`src/rtl/ps2_kbd_ctrl.sv`:
```
// ps2_kbd_ctrl -- PS/2 keyboard receiver with scan-code decoding and key FIFO.
//
// Receives 11-bit PS/2 frames (start, 8 data LSB first, parity, stop),
// folds the E0 (extended) and F0 (break) prefixes into the stored entry,
// suppresses release events and queues make codes in a small FIFO.
//
// Ports:
//   clk, rst      system clock (rising edge), asynchronous active-high reset
//   ps2_clk/data  raw keyboard lines, asynchronous to clk
//   pop           consumer strobe, removes the FIFO head
//   key_code      head scan code, key_ext: head had an E0 prefix
//   key_valid     FIFO not empty
//   frame_err     one-cycle pulse on a rejected or timed-out frame
//   ovf / ovf_clr sticky overflow flag and its synchronous clear
//
// Build option: define PS2_PARITY_CHK_EN to reject frames with bad odd parity.

module ps2_kbd_ctrl #(
    parameter int FIFO_DEPTH  = 4,
    parameter int TIMEOUT_CYC = 4096
) (
    input  logic       clk,
    input  logic       rst,
    input  logic       ps2_clk,
    input  logic       ps2_data,
    input  logic       pop,
    output logic [7:0] key_code,
    output logic       key_ext,
    output logic       key_valid,
    output logic       frame_err,
    output logic       ovf,
    input  logic       ovf_clr
);

    localparam int AW = (FIFO_DEPTH > 1) ? $clog2(FIFO_DEPTH) : 1;
    localparam int CW = AW + 1;
    localparam int TW = $clog2(TIMEOUT_CYC + 1);

    typedef enum logic [1:0] {IDLE, RECV, CHECK} state_t;

    state_t          state_q, state_d;
    logic [1:0]      ps2_clk_sync_q, ps2_clk_sync_d;
    logic [1:0]      ps2_data_sync_q, ps2_data_sync_d;
    logic            ps2_clk_prev_q, ps2_clk_prev_d;
    logic [3:0]      bit_cnt_q, bit_cnt_d;
    logic [9:0]      shift_q, shift_d;
    logic [TW-1:0]   to_cnt_q, to_cnt_d;
    logic            ext_pend_q, ext_pend_d;
    logic            brk_pend_q, brk_pend_d;
    logic            frame_err_q, frame_err_d;
    logic            ovf_q, ovf_d;
    logic [AW-1:0]   wr_ptr_q, wr_ptr_d;
    logic [AW-1:0]   rd_ptr_q, rd_ptr_d;
    logic [CW-1:0]   count_q, count_d;
    logic [8:0]      mem_q [FIFO_DEPTH];
    logic [8:0]      mem_d [FIFO_DEPTH];

    logic fall;
    logic data_bit;
    logic parity_ok;
    logic frame_ok;
    logic byte_ok;
    logic push_req;
    logic pop_en;
    logic full;
    logic wr_en;

    // Synchronizer stages; the previous synchronized clock gives edge detection.
    always_comb begin
        ps2_clk_sync_d  = {ps2_clk_sync_q[0], ps2_clk};
        ps2_data_sync_d = {ps2_data_sync_q[0], ps2_data};
        ps2_clk_prev_d  = ps2_clk_sync_q[1];
    end

    assign fall     = ps2_clk_prev_q & ~ps2_clk_sync_q[1];
    assign data_bit = ps2_data_sync_q[1];

    // After ten shifts: [7:0] data, [8] parity, [9] stop.
`ifdef PS2_PARITY_CHK_EN
    assign parity_ok = ^shift_q[8:0];
`else
    assign parity_ok = 1'b1;
`endif
    assign frame_ok = shift_q[9] & parity_ok;

    // Frame reception FSM with inter-edge timeout.
    always_comb begin
        state_d     = state_q;
        bit_cnt_d   = bit_cnt_q;
        shift_d     = shift_q;
        to_cnt_d    = to_cnt_q;
        frame_err_d = 1'b0;
        byte_ok     = 1'b0;
        case (state_q)
            IDLE: begin
                to_cnt_d = '0;
                if (fall && !data_bit) begin
                    state_d   = RECV;
                    bit_cnt_d = 4'd0;
                end
            end
            RECV: begin
                if (fall) begin
                    shift_d  = {data_bit, shift_q[9:1]};
                    to_cnt_d = '0;
                    if (bit_cnt_q == 4'd9) begin
                        state_d   = CHECK;
                        bit_cnt_d = 4'd0;
                    end else begin
                        bit_cnt_d = bit_cnt_q + 4'd1;
                    end
                end else if (to_cnt_q == TW'(TIMEOUT_CYC - 1)) begin
                    state_d     = IDLE;
                    frame_err_d = 1'b1;
                    to_cnt_d    = '0;
                    bit_cnt_d   = 4'd0;
                end else begin
                    to_cnt_d = to_cnt_q + TW'(1);
                end
            end
            CHECK: begin
                state_d = IDLE;
                if (frame_ok) begin
                    byte_ok = 1'b1;
                end else begin
                    frame_err_d = 1'b1;
                end
            end
            default: state_d = IDLE;
        endcase
    end

    // Prefix tracking: E0 marks extended, F0 swallows the next code (release).
    always_comb begin
        ext_pend_d = ext_pend_q;
        brk_pend_d = brk_pend_q;
        push_req   = 1'b0;
        if (byte_ok) begin
            if (shift_q[7:0] == 8'hE0) begin
                ext_pend_d = 1'b1;
            end else if (shift_q[7:0] == 8'hF0) begin
                brk_pend_d = 1'b1;
            end else if (brk_pend_q) begin
                brk_pend_d = 1'b0;
                ext_pend_d = 1'b0;
            end else begin
                push_req   = 1'b1;
                ext_pend_d = 1'b0;
            end
        end
    end

    // FIFO: a pop in the same cycle frees room for a push into a full FIFO.
    always_comb begin
        pop_en   = pop && (count_q != '0);
        full     = (count_q == CW'(FIFO_DEPTH));
        wr_en    = push_req && (!full || pop_en);
        mem_d    = mem_q;
        if (wr_en) begin
            mem_d[wr_ptr_q] = {ext_pend_q, shift_q[7:0]};
        end
        wr_ptr_d = wr_ptr_q + AW'(wr_en);
        rd_ptr_d = rd_ptr_q + AW'(pop_en);
        count_d  = count_q + CW'(wr_en) - CW'(pop_en);
        ovf_d    = ovf_q;
        if (ovf_clr) begin
            ovf_d = 1'b0;
        end
        if (push_req && full && !pop_en) begin
            ovf_d = 1'b1;
        end
    end

    // State registers; idle-high synchronizer reset avoids a false edge.
    always_ff @(posedge clk or posedge rst) begin
        if (rst) begin
            state_q         <= IDLE;
            ps2_clk_sync_q  <= 2'b11;
            ps2_data_sync_q <= 2'b11;
            ps2_clk_prev_q  <= 1'b1;
            bit_cnt_q       <= 4'd0;
            shift_q         <= '0;
            to_cnt_q        <= '0;
            ext_pend_q      <= 1'b0;
            brk_pend_q      <= 1'b0;
            frame_err_q     <= 1'b0;
            ovf_q           <= 1'b0;
            wr_ptr_q        <= '0;
            rd_ptr_q        <= '0;
            count_q         <= '0;
            for (int i = 0; i < FIFO_DEPTH; i++) begin
                mem_q[i] <= '0;
            end
        end else begin
            state_q         <= state_d;
            ps2_clk_sync_q  <= ps2_clk_sync_d;
            ps2_data_sync_q <= ps2_data_sync_d;
            ps2_clk_prev_q  <= ps2_clk_prev_d;
            bit_cnt_q       <= bit_cnt_d;
            shift_q         <= shift_d;
            to_cnt_q        <= to_cnt_d;
            ext_pend_q      <= ext_pend_d;
            brk_pend_q      <= brk_pend_d;
            frame_err_q     <= frame_err_d;
            ovf_q           <= ovf_d;
            wr_ptr_q        <= wr_ptr_d;
            rd_ptr_q        <= rd_ptr_d;
            count_q         <= count_d;
            mem_q           <= mem_d;
        end
    end

    assign key_code  = mem_q[rd_ptr_q][7:0];
    assign key_ext   = mem_q[rd_ptr_q][8];
    assign key_valid = (count_q != '0);
    assign frame_err = frame_err_q;
    assign ovf       = ovf_q;

endmodule

```
`config.mk`:
```
export PLATFORM = sky130hd
export DESIGN_NAME = ps2_kbd_ctrl
export DESIGN_NICKNAME = d
export VERILOG_FILES = /design/src/rtl/ps2_kbd_ctrl.sv
export SDC_FILE = /design/constraint.sdc
export NUM_CORES = 1
export LEC_CHECK = 0
export CORE_ASPECT_RATIO = 1.75
export CORE_MARGIN = 2
export CORE_UTILIZATION = 58
export CTS_CLUSTER_DIAMETER = 50
export DETAILED_ROUTE_END_ITERATION = 8
export PLACE_DENSITY = 0.74
export SLEW_MARGIN = 10
export SYNTH_ARGS = -nofsm -noshare
export SYNTH_HDL_FRONTEND = slang
export SYNTH_SLANG_ARGS = --single-unit
```
`constraint.sdc`:
```
create_clock -name clk -period 3.4 [get_ports clk]
set_input_delay 0.68 -clock clk [delete_from_list [all_inputs] [get_ports clk]]
set_output_delay 0.68 -clock clk [all_outputs]
set_load 0.01 [all_outputs]
```
# Word level (Yosys, flattened, before mapping)
# Cells that the tools add are included.
[word_totals]
regBits = 81
output_inout_bits = 12
input_bits = 6
elab_cells = 96
[op_classes]
eq_ne = 11
addsub = 6
n_reduce_logical = 19
mux = 34
order_cmp = 3
bitwise = 5
[op_table]
columns = ["operator", "n"]
rows = [
  ["36-bit bitwise mux", 1],
  ["9-bit two-way mux", 3],
  ["13-bit two-way mux", 2],
  ["13-bit case mux with 2 select lines", 1],
  ["9-bit binary-select mux with 2-bit select", 1],
  ["9-bit demux with 2-bit select", 1],
  ["8-bit == test (second input constant)", 2],
  ["4-bit two-way mux", 4],
  ["1-bit two-way mux", 14],
  ["13-bit by 1-bit adder with 13-bit output (second input constant)", 1],
  ["13-bit by 12-bit == test with 1-bit output (second input constant)", 1],
  ["2-bit two-way mux", 4],
  ["4-bit case mux with 2 select lines", 1],
  ["3-bit greater-or-equal comparator (second input constant)", 2],
  ["1-bit logical AND", 6],
  ["3-bit != test (second input constant)", 2],
  ["2-bit inverter with 3-bit output", 2],
  ["2-bit AND reduction", 3],
  ["3-bit AND reduction", 2],
  ["2-bit by 1-bit adder with 2-bit output", 2],
  ["4-bit by 1-bit adder with 4-bit output (second input constant)", 1],
  ["4-bit == test (second input constant)", 1],
  ["2-bit != test (second input constant)", 2],
  ["2-bit case mux with 2 select lines", 1],
  ["14 further kinds", 18],
]

# Longest topological paths before layout
# Gate-level depths: netlist of run 1.
[logic_depth]
word_depth = 7
depth_mapped = 12
ltp_nobuf = 12

# Worst setup path before layout of run 1
# OpenSTA, ideal clock, no wires.
[synth_path]
path_type = "input port to flip-flop"
start = "input pop"
end = "register count_q[2]"
stages = 10
setup_time_ns = 0.125
path_buffers = 0
path_slack_ns = 0.956
t_arrival_ns = 2.319
cell_sequence = "nor4b_1 -> nor2_1 -> nand2_1 -> ha_1 -> inv_1 -> ha_1 -> inv_1 -> fa_1 -> xnor2_1 -> xnor2_1"
[synth_between]
elab_chain_cells = 5
[synth_rtl]
columns = ["item", "line_no", "source"]
rows = [
  ["start, declared", "26", "input logic pop,"],
  ["1-bit logical AND (*)", "155", "pop_en = pop && (count_q != '0);"],
  ["1-bit logical OR", "157", "wr_en = push_req && (!full || pop_en);"],
  ["1-bit logical AND", "157", ""],
  ["3-bit by 1-bit adder with 3-bit output", "164", "count_d = count_q + CW'(wr_en) - CW'(pop_en);"],
  ["3-bit by 1-bit subtractor with 3-bit output (*)", "164", ""],
  ["net count_d[2]", "54", "logic [CW-1:0] count_q, count_d;"],
  ["end signal, assigned", "208", "count_q <= count_d;"],
  ["end, declared", "54", ""],
]
# Mark *: on every way through the listed nets, which the timed path passes. The rest lies on a longest branch.
# A chain may end at the register's enable or synchronous reset.

# Final worst setup path of run 1
[layout_path]
start = "register rd_ptr_q[1]"
end = "output key_code[6]"
[layout_between]
elab_chain_cells = 4
[layout_rtl]
columns = ["item", "line_no", "source"]
rows = [
  ["start, declared", "53", "logic [AW-1:0] rd_ptr_q, rd_ptr_d;"],
  ["start signal, assigned", "207", "rd_ptr_q <= rd_ptr_d;"],
  ["2-bit inverter with 3-bit output (implied by the code)", "213", "assign key_code = mem_q[rd_ptr_q][7:0];"],
  ["9-bit binary-select mux with 2-bit select", "213", ""],
  ["9-bit two-way mux (2 in series)", "n/a", ""],
  ["end, declared", "27", "output logic [7:0] key_code,"],
]
# No other way between the ends. The select of a mux whose other input is x is not followed.

==> results of run 1 <==
## synthesized netlist by cell type, drive strengths merged, types with 3 or more instances
library cell   n  area share, %
o21ai          4           0.55
nor2          18            1.9
xnor2          9            2.2
ha            10            3.4
and2           4           0.79
inv           13            1.3
mux4           9            5.6
nand2         11            1.1
xor2           3           0.72
nor4           3           0.51
clkbuf         4           0.41
nand4          4            1.0
dfrtp         76             52
nand3          6           0.96
nor3           4           0.55
mux2          46             14
nor4b          3           0.72
a31oi          4           0.69
dfstp          5            3.6
o32ai          3           0.72
a21oi          5            1.1
## per-layer routing
metal  share of wire [%]  track usage [%]
met4                 3.3             13.8
met5                   0                0
met3                 2.2             4.13
met1                  41             23.7
met2                  53             36.0
## critical path, cell delays in order, from the launching register on
cell and delay [ns]:
dfrtp_1 0.75, mux4_2 0.60, clkdlybuf4s50_1 0.50
## registers in the layout, indices dropped and copies added, names as in the netlist
| signal | cells |
|---|---|
| ps2_data_sync_q | 2 |
| ps2_clk_sync_q | 2 |
| state_q | 2 |
| frame_err | 1 |
| bit_cnt_q | 4 |
| count_q | 3 |
| mem_q | 36 |
| brk_pend_q | 1 |
| ext_pend_q | 1 |
| rd_ptr_q | 2 |
| to_cnt_q | 13 |
| ovf | 1 |
| wr_ptr_q | 2 |
| ps2_clk_prev_q | 1 |
| shift_q | 10 |
## power by group
| part | total (mW) | leakage, nW | internal (mW) | switching, mW |
|---|---|---|---|---|
| registers | 1.41 | 1.08 | 1.16 | 0.251 |
| clock network | 0.673 | 0.102 | 0.343 | 0.330 |
| logic | 0.776 | 0.711 | 0.397 | 0.379 |
## metrics by stage
stage | area [um2] | utilization [%]
finish | 4120 | 67.2
global route | 4120 | 67.2
CTS | 4120 | 67.2
detailed placement | 3930 | 64.0
global placement | 3930 | 64.0
floorplan | 3640 | -
## layout make-up
cell class | instances | share of cell area [%]
repair buffers | 21 | 4.86
multi-input cells | 168 | 37.5
clock buffers | 14 | 4.43
well taps | 80 | 2.43
inverters | 13 | 1.22
clock inverters | 2 | 0.243
flip-flops and latches | 81 | 49.4
## logic make-up (layout without fill, tap and decap cells)
logic type | count (synthesis) | in the layout | share of synthesized area (%)
compound gates | 25 | 25 | 5.12
xor+xnor | 12 | 12 | 2.88
fa+ha+maj | 11 | 11 | 3.98
buf+inv | 18 | 50 | 1.89
flops | 81 | 81 | 55.8
mux | 55 | 55 | 19.8
simple gates | 65 | 65 | 10.6
## placed cells by master, fill, tap and decap left out, drive strengths merged, types with 2 or more instances in the layout
cell	Yosys	layout
dfrtp	76	76
nand2	11	11
clkdlybuf4s50	0	17
inv	13	12
clkbuf	4	14
xor2	3	3
or4	2	2
nand4	4	4
a31oi	4	4
nor3	4	4
mux4	9	9
nand3b	2	2
o21ai	4	4
and2	4	4
buf	1	4
clkinv	0	3
nor4	3	3
or3	2	2
nor2	18	18
nor4b	3	3
xnor2	9	9
a21oi	5	5
o32ai	3	3
dfstp	5	5
nand4b	2	2
nand3	6	6
mux2	46	46
a22o	2	2
ha	10	10
## worst paths after layout
path | startpoint | end | slack (ns) | cells past startpoint
worst max-delay path | rd_ptr_q[1]$_DFF_PP0_ | key_code[6] | 0.52 | 2
worst min-delay path | ps2_data_sync_q[0]$_DFF_PP1_ | ps2_data_sync_q[1]$_DFF_PP1_ | 0.36 | 0
worst max register to register | state_q[0]$_DFFE_PP0P_ | count_q[2]$_DFF_PP0_ | 0.92 | 12
worst min register to register | ps2_data_sync_q[0]$_DFF_PP1_ | ps2_data_sync_q[1]$_DFF_PP1_ | 0.36 | 0
max in group asynchronous | rst | ps2_clk_prev_q$_DFF_PP1_ | 1.88 | 3
min in group asynchronous | rst | count_q[1]$_DFF_PP0_ | 0.75 | 2
==> impl_metrics.json, run 1 <==
{
  "cp-end-kind": "output port",
  "die_h_um": 109,
  "clock.fmax_mhz": 347,
  "avgSynthCellArea_um2": 13.7,
  "hold_viol_final": 0,
  "io_buffer_count": 17,
  "ctsResizeCount": 0,
  "worst_pin_slew_ns": 0.737,
  "fin_skew_ns": 0.00945,
  "p_leak_nw": 1.89,
  "dr.pass1.iters": 4,
  "synth-edff-count": 0,
  "ios": 18,
  "dp_worst_setup_slack_ns": 0.351,
  "dp_hpwl_um": 4580,
  "grt_pass1_vias": 2236,
  "grt_util_all_layers_pct": 21.1,
  "n_antenna_cell": 0,
  "antenna_left": 0,
  "ys_seq_area_share_pct": 55.8,
  "cts_tree": "built",
  "die_x_um": 63.9,
  "grt_max_degree": 46,
  "p_per_area_nw_per_um2": 694,
  "dieArea_um2": 6960,
  "layout.nets": 311,
  "row_count": 38,
  "holdBufCountCts": 0,
  "setup-violations-final": 0,
  "hold_path.class": "reg -> reg",
  "synth_nets": 284,
  "ys_warn_count": 0,
  "cp.required_ns": 2.72,
  "status": "completed",
  "fin_setup_tns_ns": 0,
  "synthFlopType": "dfrtp_1",
  "drt-initial-drc-count": 99,
  "dp.cells": 363,
  "start_kind": "flip-flop",
  "rsz0062_at_grt": "no",
  "drc": 0,
  "slew_headroom_pct": 50.8,
  "synth_cells": 267,
  "arrival_ns": 2.20,
  "clk_pin_slew_ns": 0.07,
  "critical_path_class": "reg -> out",
  "grt-ovfl-total": 0,
  "place_congestion": 0.808,
  "start_util_pct": 59.4,
  "fillCellCount": 448,
  "ff_latch_area_um2": 2030,
  "synth_cell_types": 47,
  "cp_max_fo": 10,
  "synth-async-reset-ratio_pct": 100,
  "cap_violations": 0,
  "grt_pass1_wl_um": 10700,
  "syn2layout_area_growth_pct": 13.0,
  "setup_ws_ns": 0.518,
  "cts_made_buffers": 9,
  "clock-sinks": 81,
  "antenna_found_initial": 0,
  "layout-drive-gt1-share_pct": 31.1,
  "cts_max_level": 3,
  "core_area_um2": 6130,
  "postCtsSetupBuffers": 0,
  "cts_root_buffer": "clkbuf_8",
  "fin_crit_sh_pct": 84.8,
  "p_total_mw": 2.86,
  "syn_area_um2": 3640,
  "clk_latency_ns": 0.36,
  "whs_ns": 0.357,
  "slew_viol_final": 0,
  "ys_ff_latch": 81,
  "period_minus_slack_ns": 2.88,
  "irDropWorstVdd_mv": 0.410,
  "vias": 2172,
  "finalWirelength_um": 6440,
  "wl_per_cell_um": 17.0,
  "vias_per_cell": 5.73,
  "stdcell_count": 379,
  "multiInputGateArea_um2": 1540,
  "clockBufferDepth": 2
}
(Power assumes the default switching activity.)
==> inputs of run 2 (changes only) <==
--- a/config.mk
+++ b/config.mk
@@ -7,10 +7,10 @@
 export LEC_CHECK = 0
 export CORE_ASPECT_RATIO = 1.75
 export CORE_MARGIN = 2
-export CORE_UTILIZATION = 58
+export CORE_UTILIZATION = 54
 export CTS_CLUSTER_DIAMETER = 50
 export DETAILED_ROUTE_END_ITERATION = 8
-export PLACE_DENSITY = 0.74
+export PLACE_DENSITY = 0.73
 export SLEW_MARGIN = 10
 export SYNTH_ARGS = -nofsm -noshare
 export SYNTH_HDL_FRONTEND = slang
==> constraint.sdc (replaced) <==
create_clock -name clk -period 2.34 [get_ports clk]
set_input_delay 0.468 -clock clk [delete_from_list [all_inputs] [get_ports clk]]
set_output_delay 0.468 -clock clk [all_outputs]
set_load 0.01 [all_outputs]
==> run 2 against run 1 <==
Effect of this change: setup slack got worse by 0.43 ns; clock power rose by 110%; power rose by 70%; largest cell class unchanged.
==> impl_metrics.json, run 2 (same netlist as run 1, synthesis figures left out) <==
{
  "critical_path_class": "reg -> out",
  "cts_max_level": 3,
  "cts_tree": "built",
  "dp.cells": 377,
  "dr.pass1.iters": 5,
  "syn2layout_area_growth_pct": 22.0,
  "io_buffer_count": 17,
  "status": "completed",
  "grt_max_degree": 82,
  "arrival_ns": 1.78,
  "grt_pass1_wl_um": 11500,
  "p_leak_nw": 2.15,
  "cp.required_ns": 1.87,
  "cp-end-kind": "output port",
  "postPlaceCellArea_um2": 4060,
  "clockBufferDepth": 2,
  "start_kind": "flip-flop",
  "stdcell_count": 398,
  "cts_root_buffer": "clkbuf_16",
  "rsz0062_at_grt": "no",
  "drt-initial-drc-count": 97,
  "clock-sinks": 81,
  "finalWirelength_um": 6830,
  "fin_util_pct": 68.0,
  "ios": 18,
  "place_congestion": 0.821,
  "core_area_um2": 6540,
  "n_antenna_cell": 0,
  "r2r_start": "count_q[0]$_DFF_PP0_",
  "irDropWorstVdd_mv": 0.734,
  "clk_latency_ns": 0.33,
  "grt-ovfl-total": 0,
  "layout.nets": 328,
  "cts_made_buffers": 9,
  "setup-violations-final": 0,
  "wl_met1_um": 2610,
  "dr_wl_met3_um": 150,
  "p_total_mw": 4.86,
  "vias": 2236,
  "row_count": 39,
  "layout_commonest_cell": "dfrtp_1",
  "antenna_left": 0,
  "worst_pin_slew_ns": 0.457,
  "grt_pass1_vias": 2411,
  "dp_worst_setup_slack_ns": -0.357,
  "slew_viol_final": 0,
  "cp_max_fo": 6,
  "slew_headroom_pct": 69.2,
  "die_x_um": 66.1,
  "final_cell_mix": "74 x dfrtp_1, 46 x mux2_2, 18 x nor2_1, 18 x buf_4, 11 x inv_1",
  "clk_pin_slew_ns": 0.06,
  "dieArea_um2": 7450,
  "drc": 0,
  "crit_end": "key_code[0]",
  "fin_setup_tns_ns": 0,
  "setup_ws_ns": 0.0916,
  "holdBufCountCts": 0,
  "startpoint": "rd_ptr_q[0]$_DFF_PP0_",
  "grt_util_all_layers_pct": 20.6,
  "vias_per_cell": 5.62,
  "layout-drive-gt1-share_pct": 37.3,
  "r2r_end": "count_q[2]$_DFF_PP0_",
  "die_h_um": 113,
  "hold_viol_final": 0,
  "period_minus_slack_ns": 2.25,
  "antenna_found_initial": 0,
  "dp_hpwl_um": 4740,
  "r2r_slack_ns": 0.15,
  "met2_length_um": 3920,
  "cap_violations": 0,
  "wl_per_cell_um": 17.2,
  "top_regs": "mem_q (36), to_cnt_q (13), shift_q (10)",
  "p_per_area_nw_per_um2": 1090,
  "routed.top_layer": "met4",
  "hold_path.class": "reg -> reg",
  "start_util_pct": 55.7,
  "reg2regPathDepth": 9,
  "fin_skew_ns": 0.00547,
  "largest_register_ffs": 36,
  "fin_crit_sh_pct": 96.1,
  "fin_area_um2": 4450,
  "whs_ns": 0.353,
  "top_register": "mem_q",
  "clock.fmax_mhz": 445
}
==> run 2: final cells by class <==
cell class | instances | area [um2]
fill | 492 | 2090
sequential | 81 | 2040
multi-input combinational | 168 | 1570
timing repair buffer | 38 | 378
clock buffer | 14 | 274
tap | 82 | 103
inverter | 13 | 52.6
clock inverter | 2 | 35.0
==> run 2: routing by layer <==
| metal | GRT usage, % | vias to the layer above |
|---|---|---|
| met1 | 22.4 | 1136 |
| met4 | 8.84 | 0 |
| met2 | 37.3 | 30 |
| met3 | 4.51 | 13 |
| li1 | - | 1057 |
| met5 | 0 | - |
==> run 2: how the worst min path moves through the flow <==
| stage | startpoint | end | slack, ns | cells past startpoint |
|---|---|---|---|---|
| floorplan | ps2_clk_sync_q[0]$_DFF_PP1_ | ps2_clk_sync_q[1]$_DFF_PP1_ | 0.35 | 0 |
| global placement | ps2_clk_sync_q[0]$_DFF_PP1_ | ps2_clk_sync_q[1]$_DFF_PP1_ | 0.35 | 0 |
| detailed placement | ps2_clk_sync_q[0]$_DFF_PP1_ | ps2_clk_sync_q[1]$_DFF_PP1_ | 0.35 | 0 |
| CTS | ps2_clk_sync_q[0]$_DFF_PP1_ | ps2_clk_sync_q[1]$_DFF_PP1_ | 0.36 | 0 |
| global route | ps2_clk_sync_q[0]$_DFF_PP1_ | ps2_clk_sync_q[1]$_DFF_PP1_ | 0.36 | 0 |
| finish | ps2_clk_sync_q[0]$_DFF_PP1_ | ps2_clk_sync_q[1]$_DFF_PP1_ | 0.35 | 0 |
==> run 2: critical path, cell delays in order (launching register included) <==
cell and delay, ns:
dfrtp_2 0.45, mux4_2 0.51, clkdlybuf4s50_1 0.49
==> run 2: report_power, final <==
| group | internal (mW) | switching, mW |
|---|---|---|
| Clock | 0.912 | 0.506 |
| Sequential | 1.69 | 0.281 |
| Combinational | 0.771 | 0.699 |
| Total | 3.37 | 1.49 |
==> run 2: what timing repair did <==
item / CTS / global route
setup endpoints to repair: 8 / 7
gates cloned: 0 / 0
buffers inserted: 0 / 5
pin swaps: 1 / 2
resized for setup: 5 / 13
